## config.mk

```make
export PLATFORM = sky130hd
export DESIGN_NAME = uart_rx_core
export DESIGN_NICKNAME = d
export VERILOG_FILES = /design/src/rtl/uart_rx_core.sv
export SDC_FILE = /design/constraint.sdc
export NUM_CORES = 1
export LEC_CHECK = 0
export ABC_CLOCK_PERIOD_IN_PS = 2530
export CORE_ASPECT_RATIO = 1.2
export CORE_MARGIN = 2
export CORE_UTILIZATION = 35
export CTS_CLUSTER_DIAMETER = 80
export DETAILED_ROUTE_END_ITERATION = 10
export GPL_TIMING_DRIVEN = 0
export PLACE_DENSITY = 0.55
export REMOVE_ABC_BUFFERS = 1
export SLEW_MARGIN = 20
export SYNTH_ARGS = -nofsm -noshare
export SYNTH_HDL_FRONTEND = slang
export SYNTH_SLANG_ARGS = --single-unit
```

## constraint.sdc

```tcl
create_clock -name clk -period 2.53 [get_ports clk]
set_clock_uncertainty 0.1 [all_clocks]
set_input_delay 0.759 -clock clk [delete_from_list [all_inputs] [get_ports clk]]
set_output_delay 0.759 -clock clk [all_outputs]
set_load 0.05 [all_outputs]
```

## src/rtl/uart_rx_core.sv

```systemverilog
// Oversampling UART receiver: 2-flop synchroniser, false-start rejection, LSB-first framing, wrapping load address.
// Optional parity check is compiled in by defining UART_RX_PARITY_EN.
module uart_rx_core #(
  parameter int CLK_DIV    = 9375,
  parameter int DATA_BITS  = 8,
  parameter int ADDR_W     = 16,
  parameter int PARITY_ODD = 0
) (
  input  logic                 clk,
  input  logic                 rst_p,
  input  logic                 uart_rx,
  input  logic                 addr_clr,
  output logic                 rx_valid,
  output logic [DATA_BITS-1:0] rx_data,
  output logic                 parity_err,
  output logic                 frame_err,
  output logic [ADDR_W-1:0]    data_addr,
  output logic                 busy
);

  localparam int CNT_W = $clog2(CLK_DIV);
  localparam int IDX_W = $clog2(DATA_BITS);
  localparam logic [CNT_W-1:0] HALF_LAST = CNT_W'(CLK_DIV / 2 - 1);
  localparam logic [CNT_W-1:0] BIT_LAST  = CNT_W'(CLK_DIV - 1);
  localparam logic [IDX_W-1:0] IDX_LAST  = IDX_W'(DATA_BITS - 1);

  if (CLK_DIV < 4 || DATA_BITS < 5 || DATA_BITS > 9 || PARITY_ODD < 0 || PARITY_ODD > 1) begin : g_bad_cfg
    $error("uart_rx_core: unsupported parameter set");
  end

`ifdef UART_RX_PARITY_EN
  typedef enum logic [2:0] {S_IDLE, S_START, S_DATA, S_PARITY, S_STOP, S_WAIT_IDLE} state_t;
`else
  typedef enum logic [2:0] {S_IDLE, S_START, S_DATA, S_STOP, S_WAIT_IDLE} state_t;
`endif

  state_t               state_q, state_d;
  logic                 sync1_q, rx_s_q, rx_prev_q;
  logic [CNT_W-1:0]     cnt_q, cnt_d;
  logic [IDX_W-1:0]     idx_q, idx_d;
  logic [DATA_BITS-1:0] shift_q, shift_d;
  logic                 rx_valid_q, rx_valid_d;
  logic [DATA_BITS-1:0] rx_data_q, rx_data_d;
  logic                 frame_err_q, frame_err_d;
  logic [ADDR_W-1:0]    addr_q, addr_d;
`ifdef UART_RX_PARITY_EN
  logic                 perr_q, perr_d;
  logic                 parity_err_q, parity_err_d;
`endif

  always_ff @(posedge clk) begin
    if (rst_p) begin
      sync1_q     <= 1'b1;
      rx_s_q      <= 1'b1;
      rx_prev_q   <= 1'b1;
      state_q     <= S_IDLE;
      cnt_q       <= '0;
      idx_q       <= '0;
      shift_q     <= '0;
      rx_valid_q  <= 1'b0;
      rx_data_q   <= '0;
      frame_err_q <= 1'b0;
      addr_q      <= '0;
`ifdef UART_RX_PARITY_EN
      perr_q       <= 1'b0;
      parity_err_q <= 1'b0;
`endif
    end else begin
      sync1_q     <= uart_rx;
      rx_s_q      <= sync1_q;
      rx_prev_q   <= rx_s_q;
      state_q     <= state_d;
      cnt_q       <= cnt_d;
      idx_q       <= idx_d;
      shift_q     <= shift_d;
      rx_valid_q  <= rx_valid_d;
      rx_data_q   <= rx_data_d;
      frame_err_q <= frame_err_d;
      addr_q      <= addr_d;
`ifdef UART_RX_PARITY_EN
      perr_q       <= perr_d;
      parity_err_q <= parity_err_d;
`endif
    end
  end

  always_comb begin
    state_d     = state_q;
    cnt_d       = cnt_q + CNT_W'(1);
    idx_d       = idx_q;
    shift_d     = shift_q;
    rx_valid_d  = 1'b0;
    rx_data_d   = rx_data_q;
    frame_err_d = 1'b0;
`ifdef UART_RX_PARITY_EN
    perr_d       = perr_q;
    parity_err_d = 1'b0;
`endif
    case (state_q)
      S_IDLE: begin
        cnt_d = '0;
        if (rx_prev_q && !rx_s_q) state_d = S_START;
      end
      S_START: begin
        // Mid-start-bit sample: a line already back high was only a glitch.
        if (cnt_q == HALF_LAST) begin
          cnt_d   = '0;
          idx_d   = '0;
          state_d = rx_s_q ? S_IDLE : S_DATA;
        end
      end
      S_DATA: begin
        if (cnt_q == BIT_LAST) begin
          cnt_d          = '0;
          shift_d[idx_q] = rx_s_q;
          idx_d          = idx_q + IDX_W'(1);
          if (idx_q == IDX_LAST) begin
`ifdef UART_RX_PARITY_EN
            state_d = S_PARITY;
`else
            state_d = S_STOP;
`endif
          end
        end
      end
`ifdef UART_RX_PARITY_EN
      S_PARITY: begin
        if (cnt_q == BIT_LAST) begin
          cnt_d   = '0;
          perr_d  = ((^shift_q) ^ rx_s_q) != (PARITY_ODD != 0);
          state_d = S_STOP;
        end
      end
`endif
      S_STOP: begin
        if (cnt_q == BIT_LAST) begin
          cnt_d = '0;
          if (rx_s_q) begin
            rx_valid_d = 1'b1;
            rx_data_d  = shift_q;
`ifdef UART_RX_PARITY_EN
            parity_err_d = perr_q;
`endif
            state_d = S_IDLE;
          end else begin
            frame_err_d = 1'b1;
            state_d     = S_WAIT_IDLE;
          end
        end
      end
      S_WAIT_IDLE: begin
        cnt_d = '0;
        if (rx_s_q) state_d = S_IDLE;
      end
      default: begin
        cnt_d   = '0;
        state_d = S_IDLE;
      end
    endcase
  end

  // Clear wins over the increment for the byte being presented.
  always_comb begin
    addr_d = addr_q;
    if (addr_clr)        addr_d = '0;
    else if (rx_valid_q) addr_d = addr_q + ADDR_W'(1);
  end

  assign rx_valid  = rx_valid_q;
  assign rx_data   = rx_data_q;
  assign frame_err = frame_err_q;
  assign data_addr = addr_q;
  assign busy      = (state_q != S_IDLE);
`ifdef UART_RX_PARITY_EN
  assign parity_err = parity_err_q;
`else
  assign parity_err = 1'b0;
`endif

endmodule
```

Word level (Yosys, flattened, before mapping)
Cells that the tools add are included.

Multiplexer cells: 20. Order comparisons: 2. Equal/unequal tests: 13. Bitwise logic cells: 2. Add/sub/neg operators: 3. Reduce and logical (&&, ||, !) cells: 13.

Operators with widths (number): 14-bit two-way mux (2); 14-bit case mux with 2 select lines (1); 3-bit two-way mux (9); 16-bit by 1-bit adder with 16-bit output (second input constant) (1); 3-bit case mux with 5 select lines (1); 14-bit by 1-bit adder with 14-bit output (second input constant) (1); 14-bit by 13-bit == test with 1-bit output (second input constant) (1); 14-bit == test (second input constant) (1); 2-bit != test (second input constant) (6); 8-bit bitwise mux (1); 3-bit by 2-bit == test with 1-bit output (second input constant) (2); 3-bit == test (second input constant) (2); 3-bit case mux with 2 select lines (1); 3-bit AND reduction (2); 6-bit AND reduction (1); 3-bit by 4-bit < comparator with 1-bit output (second input constant) (1); 2-bit OR reduction (2); 3-bit by 1-bit adder with 3-bit output (second input constant) (1); 1-bit demux with 3-bit select (1); 3-bit by 1-bit == test with 1-bit output (second input constant) (1); 3-bit by 1-bit >= comparator with 1-bit output (second input constant) (1); 3-bit logical NOT (1); 1-bit two-way mux (3); 3-bit nonzero test (1); other kinds (7) (9).

Word-level logic and storage cells: 64. Bits of input ports: 4. Output and inout bits: 28. Flip-flop bits (word level): 57.

Depth between registers and ports, before layout
Gate-level depths: netlist of the first run.

Depth in word-level cells: 5. Mapped depth: 7. Gate-level depth less buffers: 6.

Worst setup path after synthesis of the first run
Ideal clock, no wire load.

Path kind: register to register. Start point: register rx_valid_q, in the netlist rx_valid. End point: register addr_q[15], in the netlist data_addr[15]. Path buffers: 1. Setup time: 0.070 ns. Required time: 2.360 ns. Clock period less this slack: 1.996 ns. Arrival: 1.826 ns. Stages on the path, launching flop included: 6. Slack: 0.534 ns. Cells stage by stage: dfxtp_1 -> and4_1 -> clkbuf_1 -> nand3_1 -> or4_1 -> a21oi_1.

RTL lines: from (decl) (RTL line 42) `logic rx_valid_q, rx_valid_d;`; from (signal assigned) (RTL line 76) `rx_valid_q <= rx_valid_d;`; to (signal assigned) (RTL line 79) `addr_q <= addr_d;`; to (decl) (RTL line 45) `logic [ADDR_W-1:0] addr_q, addr_d;`.

Worst setup path in the final report of the first run
Start point: register addr_q[3], in the netlist data_addr[3]. End point: output data_addr[3].

RTL lines: to (decl) (RTL line 17) `output logic [ADDR_W-1:0] data_addr,`.

No word-level cell between the ends.

==> flow_metrics.tcl, run 1 <==
set metrics [dict create \
    critical-path-slowest-cell "clkdlybuf4s50_1" \
    fin_nets 333 \
    insertion_delay_ns 0.35 \
    core-area_sq_um 7274 \
    synth_top_cell_by_area "dfxtp_1" \
    reg2reg_from "cnt_q[0]" \
    n_antenna_cell 0 \
    drt_iter0_markers 83 \
    setup_tns_ns 0 \
    drive_gt1_frac 0.08511 \
    finalCriticalPeriod_ns 2.457 \
    drc_errors 0 \
    synth_area_sq_um 2649 \
    final_core_utilization 0.4384 \
    area_growth_pct 20.41 \
    syn_area_per_cell_sq_um 8.742 \
    crit_arrival_ns 1.60 \
    post-route-period-util 0.9712 \
    ys_ff_latch 57 \
    cp_top_family "buffers and inverters" \
    required_ns 1.67 \
    cellLeakagePower_uw 0.001099 \
    num_rows 34 \
    cts_hold_buf 0 \
    cp.depth 1 \
    reg2reg_slack_ns 0.22 \
    hp-start "sync1_q" \
    path_clk_slew_ns 0.07 \
    start_kind "register" \
    synth.most_common_cell "dfxtp_1" \
    grt_max_degree 26 \
    initial_core_util 0.3641 \
    rsz0062_at_grt "no" \
    yosys_warnings 0 \
    grt_pass1_wl_mm 9.784 \
    antenna_found_initial 0 \
    status "finished clean" \
    worstMarginPinSlew_ns 0.9751 \
    finalSetupViolations 0 \
    vias 2233 \
    ios 32 \
    synth-edff-count 0 \
    critPathBufInv 1 \
    power_per_cell_area_nw_per_um2 649.8 \
    synth.top_cells.by_area "dfxtp_1 (43%), nand3_1 (5.1%), xor2_1 (4.6%)" \
    worstHoldPathType "reg2reg" \
    synthArstFlopShare 0 \
    worst_setup_path_end_kind "primary output" \
    synth_cells 303 \
    cp_max_fo 6 \
    cts_tree "yes" \
    antenna_left 0 \
    fmax_mhz 407.0 \
    routed_via_density 5.329 \
    cts-root-buf "clkbuf_8" \
    globalRouteOverflowTotal 0 \
    min_to "rx_s_q" \
    clock_sinks 57 \
    die_w_microns 83.42 \
    dieArea_sq_um 8283 \
    grt_pass1_vias 2128 \
    crit_type "reg2out" \
    wire_per_inst_microns 13.92 \
    io_buffers 30 \
    ir_drop_uv 299.0 \
    wl_mm 5.831 \
    r2r-end "cnt_q[0]" \
    yosysSeqAreaShare 0.4308 \
    reg2reg_depth 7 \
    fillerInstances 755 \
    globalplace.congestion 0.7504 \
    cts_made_buffers 9 \
    clk_path_buf_depth 2 \
    grt_use_total 0.1482 \
    maxCapViolations 0 \
    die_h_microns 99.30 \
    cts_max_level 3 \
    final_max_slew_viol_count 0 \
    final_hold_viol_count 0 \
    dp_hpwl_mm 3.777 \
    whs_path_depth 1 \
    postCtsSetupRepairBufs 0 \
    synth_top_area_frac 0.4308 \
    ys_types 44 \
    drt_first_pass_iters 6 \
    synthTopCellsByCount "dfxtp_1 (57), nand3_1 (27), nor2_1 (22), a21oi_1 (21), nand2_1 (18)" \
    synth-main-ff-cell "dfxtp_1" \
    worstPathCellList "clkdlybuf4s50_1" \
    slowest_delay_ns 0.84 \
    maxSlewHeadroom 0.3449 \
]
worst max path at each step:
stage,start,to
floorplan,cnt_q[0],cnt_q[10]
global placement,rst_p,frame_err
detailed placement,rst_p,frame_err
CTS,rx_valid,rx_valid
global route,cnt_q[0],cnt_q[7]
finish,data_addr[3],data_addr[3]
layer usage:
layer  vias up  GRT usage  wire (microns)
met2        41     0.2444            2699
met4         0    0.08065             174
li1       1133          -               -
met3        15    0.04564             230
met1      1044     0.1727            2728
met5         -          0               0
registers in the layout, summed over array words and instances (netlist names):
signal     flops
rx_data        8
rx_valid       1
data_addr     16
sync1_q        1
shift_q        8
idx_q          3
frame_err      1
state_q        3
rx_prev_q      1
cnt_q         14
rx_s_q         1
power breakdown:
| part | switching (uW) | internal, uW | total [uW] | leakage, uW |
|---|---|---|---|---|
| sequential | 36.4 | 914 | 950 | 0.000460 |
| combinational | 129 | 61.6 | 191 | 0.000533 |
| clock | 382 | 549 | 931 | 0.000106 |
| total | 548 | 1520 | 2070 | 0.00110 |
cell usage in the layout, fill, tap and decap left out, types with 2 or more instances in the layout:
cell,Yosys,routed
nand4b_1,3,3
a21oi_1,21,21
clkbuf_8,0,9
o21ai_0,14,14
or2_2,4,4
nor3_1,16,16
nand3_1,27,27
ha_1,5,5
nor2b_1,2,2
or3_1,8,8
mux2i_1,4,4
o41ai_1,3,3
o31ai_1,2,2
nand2b_1,2,2
nand2_1,18,18
clkdlybuf4s50_1,0,26
clkinv_2,0,3
nor3b_1,2,2
dlymetal6s2s_1,0,3
nor2_1,22,22
and4bb_2,2,2
a211oi_1,2,2
or4_1,2,2
and2_1,2,2
nand4_1,10,10
inv_1,4,4
and3_1,8,8
xnor2_1,9,9
and4_1,5,5
xor2_1,14,14
dfxtp_1,57,57
bufinv_16,0,2
kinds of logic (layout without fill, tap and decap cells):
logic type / Yosys count / in the layout / share of synthesized area
AO/OA/AOI/OAI: 48 / 48 / 0.1072
XOR/XNOR: 23 / 23 / 0.07605
adder cells (fa/ha/maj): 5 / 5 / 0.02362
buffers and inverters: 25 / 51 / 0.04157
flip-flops: 57 / 57 / 0.4308
multiplexers: 4 / 4 / 0.01512
other: 1 / 1 / 0.001416
AND/OR/NAND/NOR: 140 / 140 / 0.3042
area by class of cell:
cell class / count / area, sq um / share of cell area
multi-input combinational: 221 / 1403 / 0.4398
sequential: 57 / 1141 / 0.3578
timing repair buffer: 31 / 307.8 / 0.09651
clock buffer: 10 / 127.6 / 0.04002
tap: 90 / 112.6 / 0.03531
clock inverter: 6 / 82.58 / 0.02589
inverter: 4 / 15.01 / 0.004708
repair_timing:
action,CTS,global route
endpoints found under the hold margin,0,0
gates resized for setup,1,6
endpoints found under the setup margin,1,14
through the flow:
stage                     instances  worst slack [ns]  hold WS (ns)  power [uW]  instance area, sq um
final                           419           0.07292        0.3139        2073                  3189
after global routing            419           0.01810        0.3236        2158                  3189
after CTS                       419           0.01080        0.3175        2100                  3181
after detailed placement        403           -0.3307        0.2976        1167                  2972
after global placement          402           -0.3367        0.2952        1160                  2967
after floorplan                 282            0.4356        0.2895        1095                  2554
Power figures use the tool's default switching activity.
==> run 2: changes to the inputs <==
- ABC_CLOCK_PERIOD_IN_PS: 2530 -> 3000
- clock period: 2.53 -> 3 ns (I/O delays scaled with it)
==> run 2 against run 1 <==
- sequential cell count unchanged
- cell area decreased by 0.24%
- largest cell class unchanged
- largest power group unchanged
- register-to-register slack improved by 0.32 ns
==> flow_metrics.tcl, run 2 (same netlist as run 1, synthesis figures left out) <==
set metrics [dict create \
    status "finished clean" \
    cts_tree "yes" \
    cts_made_buffers 9 \
    p_total_uw 1750 \
    power_per_cell_area_nw_per_um2 550.0 \
    drt_iter0_markers 97 \
    required_ns 2.00 \
    cp_max_fo 14 \
    path_clk_slew_ns 0.07 \
    grt_pass1_vias 2128 \
    crit_type "reg2out" \
    postCtsSetupRepairBufs 0 \
    layout_commonest_cell "dfxtp_1" \
    antenna_found_initial 0 \
    cts_max_level 3 \
    ios 32 \
    post-route-period-util 0.9639 \
    wire_per_inst_microns 13.86 \
    core-area_sq_um 7274 \
    maxSlewHeadroom 0.3648 \
    wl_mm 5.806 \
    num_rows 34 \
    clk_path_buf_depth 2 \
    clock_sinks 57 \
    fin_nets 333 \
    final_hold_viol_count 0 \
    ctsResizeCount 0 \
    n_antenna_cell 0 \
    worstHoldPathType "reg2reg" \
    dieArea_sq_um 8283 \
    area_growth_pct 20.12 \
    grt_max_degree 26 \
    cts-root-buf "clkbuf_8" \
    rsz0062_at_grt "no" \
    cts_hold_buf 0 \
    largest_register_ffs 16 \
    grt_pass1_wl_mm 9.777 \
    final_max_slew_viol_count 0 \
    maxCapViolations 0 \
    dp_hpwl_mm 3.777 \
    initial_core_util 0.3641 \
    fmax_mhz 345.8 \
    grt_use_total 0.1480 \
    insertion_delay_ns 0.34 \
    finalSetupViolations 0 \
    globalRouteOverflowTotal 0 \
    mostFrequentLayoutCells "dfxtp_1 (57), clkdlybuf4s50_1 (30), nand3_1 (27), nor2_1 (22), a21oi_1 (21)" \
    io_buffers 30 \
    routed_via_density 5.305 \
    globalplace.congestion 0.7504 \
    worstMarginPinSlew_ns 0.9456 \
    drt_first_pass_iters 4 \
    ir_drop_uv 248.3 \
    antenna_left 0 \
    start_kind "register" \
    reg2reg_slack_ns 0.54 \
    die_w_microns 83.42 \
    crit_arrival_ns 1.89 \
    die_h_microns 99.30 \
    final_core_utilization 0.4374 \
    drive_gt1_frac 0.07903 \
    drc_errors 0 \
    vias 2223 \
    finalCriticalPeriod_ns 2.892 \
    worst_setup_path_end_kind "primary output" \
    cellLeakagePower_uw 0.001051 \
]
-- run 2: changes by cell type in the layout (fill, tap and decap cells not counted), sizes merged --
cell,delta
clkdlybuf4s50,+4
dlymetal6s2s,-3
clkbuf,-1
-- run 2: worst paths after layout --
check,cells after the start,endpoint,startpoint
hold / removal,1,rx_s_q,sync1_q
setup / recovery,2,busy,state_q[0]
hold reg to reg,1,rx_s_q,sync1_q
setup reg to reg,7,cnt_q[0],cnt_q[0]
-- run 2: layout make-up --
cell class | count | area [sq um]
Fill cell | 760 | 4093
Multi-Input combinational cell | 221 | 1398
Sequential cell | 57 | 1141
Timing Repair Buffer | 31 | 305.3
Clock buffer | 10 | 127.6
Tap cell | 90 | 112.6
Clock inverter | 6 | 82.58
Inverter | 4 | 15.01
-- run 2: layer usage --
layer	wire, microns	part of all wire	vias to the layer above	GRT usage
met5	0	0	-	0
met4	174	0.030	0	0.08065
met3	243	0.042	15	0.04564
met2	2699	0.46	39	0.2438
met1	2689	0.46	1037	0.1727
li1	-	-	1132	-
-- run 2: where the power goes --
part | internal (uW) | switching, uW | leakage [uW] | total (uW)
combinational | 57.2 | 107 | 0.000485 | 165
sequential | 770 | 30.6 | 0.000460 | 801
clock | 463 | 321 | 0.000106 | 784
-- run 2: critical path, cell delays in order (launching register included) --
cell	delay (ns)
dfxtp_1	0.44
or3_1	0.41
clkdlybuf4s50_1	0.70
-- run 2: metrics by stage --
step	TNS [ns]	hold slack, ns	instances	area, sq um	setup slack [ns]
after floorplan	0	0.2895	282	2554	0.9056
after CTS	0	0.3175	419	3182	0.08761
after global placement	-0.007696	0.2952	402	2967	-0.007696
final	0	0.3139	419	3182	0.1082
after global routing	0	0.3236	419	3182	0.04068
after detailed placement	-0.001661	0.2976	403	2972	-0.001661
==> run 3: changes to the inputs <==
- ABC_CLOCK_PERIOD_IN_PS: 3000 -> not set
- DONT_BUFFER_PORTS: not set -> 1
- PLACE_DENSITY: 0.55 -> 0.5
==> run 3 against run 2 <==
- via count is 5.3% lower
- critical path depth grew 5
- cell count fell by 7.2%
- clock-buffer cell count rose by 1
- core utilization fell by 4.4 points
- register-to-register slack lost 0.02 ns
- worst hold slack got worse by 0.0072 ns
- combinational power down 10%
- critical endpoint is now cnt_q[2]
- largest power group unchanged
==> flow_metrics.tcl, run 3 (same netlist as run 1, synthesis figures left out) <==
set metrics [dict create \
    drt_first_pass_iters 4 \
    num_rows 34 \
    worst_setup_path_end_kind "register" \
    drive_gt1_frac 0.09365 \
    globalplace.congestion 0.7416 \
    ios 32 \
    wl_mm 5.610 \
    p_total_uw 1593 \
    core-area_sq_um 7274 \
    cts_hold_buf 0 \
    postCtsSetupRepairBufs 0 \
    mostFrequentLayoutCells "dfxtp_1 (57), nand3_1 (27), nor2_1 (22), a21oi_1 (21), nand2_1 (18)" \
    power_per_cell_area_nw_per_um2 556.8 \
    path_clk_slew_ns 0.07 \
    die_w_microns 83.42 \
    dp_hpwl_mm 3.627 \
    dieArea_sq_um 8283 \
    worstPathCellList "inv_1, ha_1, nor4b_4, nand4_4, a22oi_1, buf_4, nor3_1" \
    n_antenna_cell 0 \
    cts_made_buffers 9 \
    setup_tns_ns 0 \
    antenna_found_initial 0 \
    fillerInstances 739 \
    multiInputGateArea_sq_um 1403 \
    grt_use_total 0.1450 \
    worstHoldPathType "reg2reg" \
    cts_tree "yes" \
    cellLeakagePower_uw 0.0009384 \
    placed_area_sq_um 2674 \
    swShare 0.2738 \
    grt_pass1_wl_mm 9.646 \
    layout_commonest_cell "dfxtp_1" \
    antenna_left 0 \
    crit_arrival_ns 2.59 \
    die_h_microns 99.30 \
    grt_max_degree 26 \
    ir_drop_uv 273.4 \
    start_kind "register" \
    area_growth_pct 7.983 \
    critPathBufInv 2 \
    final_hold_viol_count 0 \
    cts_max_level 3 \
    cp_max_fo 25 \
    maxCapViolations 0 \
    routed_via_density 5.414 \
    cts-root-buf "clkbuf_8" \
    clkPwrFrac 0.404 \
    drt_iter0_markers 84 \
    final_max_slew_viol_count 0 \
    maxSlewHeadroom 0.5596 \
    p_int_uw 1157 \
    power_frac_seq 0.503 \
    slowest_delay_ns 0.64 \
    largest_register_ffs 16 \
    finalSetupViolations 0 \
    grt_pass1_vias 1953 \
    rsz0062_at_grt "no" \
    clk_path_buf_depth 2 \
    net-switching-power_uw 436.1 \
    required_ns 3.11 \
    globalRouteOverflowTotal 0 \
    insertion_delay_ns 0.34 \
    post-route-period-util 0.8266 \
    clock_sinks 57 \
    io_buffers 0 \
    initial_core_util 0.3641 \
    finalCriticalPeriod_ns 2.480 \
    status "finished clean" \
    worstMarginPinSlew_ns 0.6569 \
    ctsResizeCount 0 \
    critical-path-slowest-cell "a22oi_1" \
    regArea_sq_um 1141 \
    fmax_mhz 403.2 \
    drc_errors 0 \
    vias 2106 \
    cp_top_family "simple AND/OR/NAND/NOR gates" \
    wire_per_inst_microns 14.42 \
    fin_nets 303 \
    combPwrFrac 0.093 \
    crit_type "reg2reg" \
    post-route-cell-area_sq_um 2860 \
]
[run 3: cell count changes in the layout (fill, tap and decap cells not counted), sizes merged]
| cell | previous run | this run |
|---|---|---|
| clkdlybuf4s50 | 30 | 0 |
| clkbuf | 10 | 11 |
| clkinvlp | 1 | 2 |
| bufinv | 2 | 0 |
[run 3: per-layer routing]
metal  wire [microns]  track usage
met4              110      0.08313
met2             2621       0.2221
met1             2597       0.1838
met3              280      0.04066
met5                0            0
[run 3: path summary, 6_finish.rpt]
check | slack, ns | cells past startpoint | to | from
worst max-delay path | 0.52 | 7 | cnt_q[2] | cnt_q[0]
worst min-delay path | 0.31 | 1 | rx_s_q | sync1_q
worst max register to register | 0.52 | 7 | cnt_q[2] | cnt_q[0]
worst min register to register | 0.31 | 1 | rx_s_q | sync1_q
[run 3: cell type report]
type / instances / share of cell area
inverters: 4 / 0.005249
clock inverters: 5 / 0.01050
clock buffers: 11 / 0.05293
flip-flops and latches: 57 / 0.3989
repair buffers: 1 / 0.002625
well taps: 90 / 0.03937
multi-input cells: 221 / 0.4904
[run 3: metrics by stage]
stage               instances  worst slack (ns)  hold slack [ns]    util
detailed placement        373            0.5229           0.2952  0.3676
global route              389            0.2901           0.3403  0.3932
CTS                       389            0.4906           0.3099  0.3925
global placement          372            0.2831           0.2946  0.3665
finish                    389            0.5201           0.3067  0.3932
floorplan                 282            0.9056           0.2895       -
[run 3: worst reg2reg max path: stages (launching register included)]
cell     delay [ns]
dfxtp_1        0.34
inv_1          0.07
ha_1           0.17
nor4b_4        0.33
nand4_4        0.37
a22oi_1        0.64
buf_4          0.27
nor3_1         0.06
[run 3: power by group through the flow]
stage          logic, uW  registers (uW)  clock network [uW]
2_1_floorplan        114             810                   0
3_3_place_gp         141             818                   0
3_5_place_dp         150             818                   0
4_1_cts              150             800                 667
5_1_grt              165             806                 698
6_report             148             801                 644
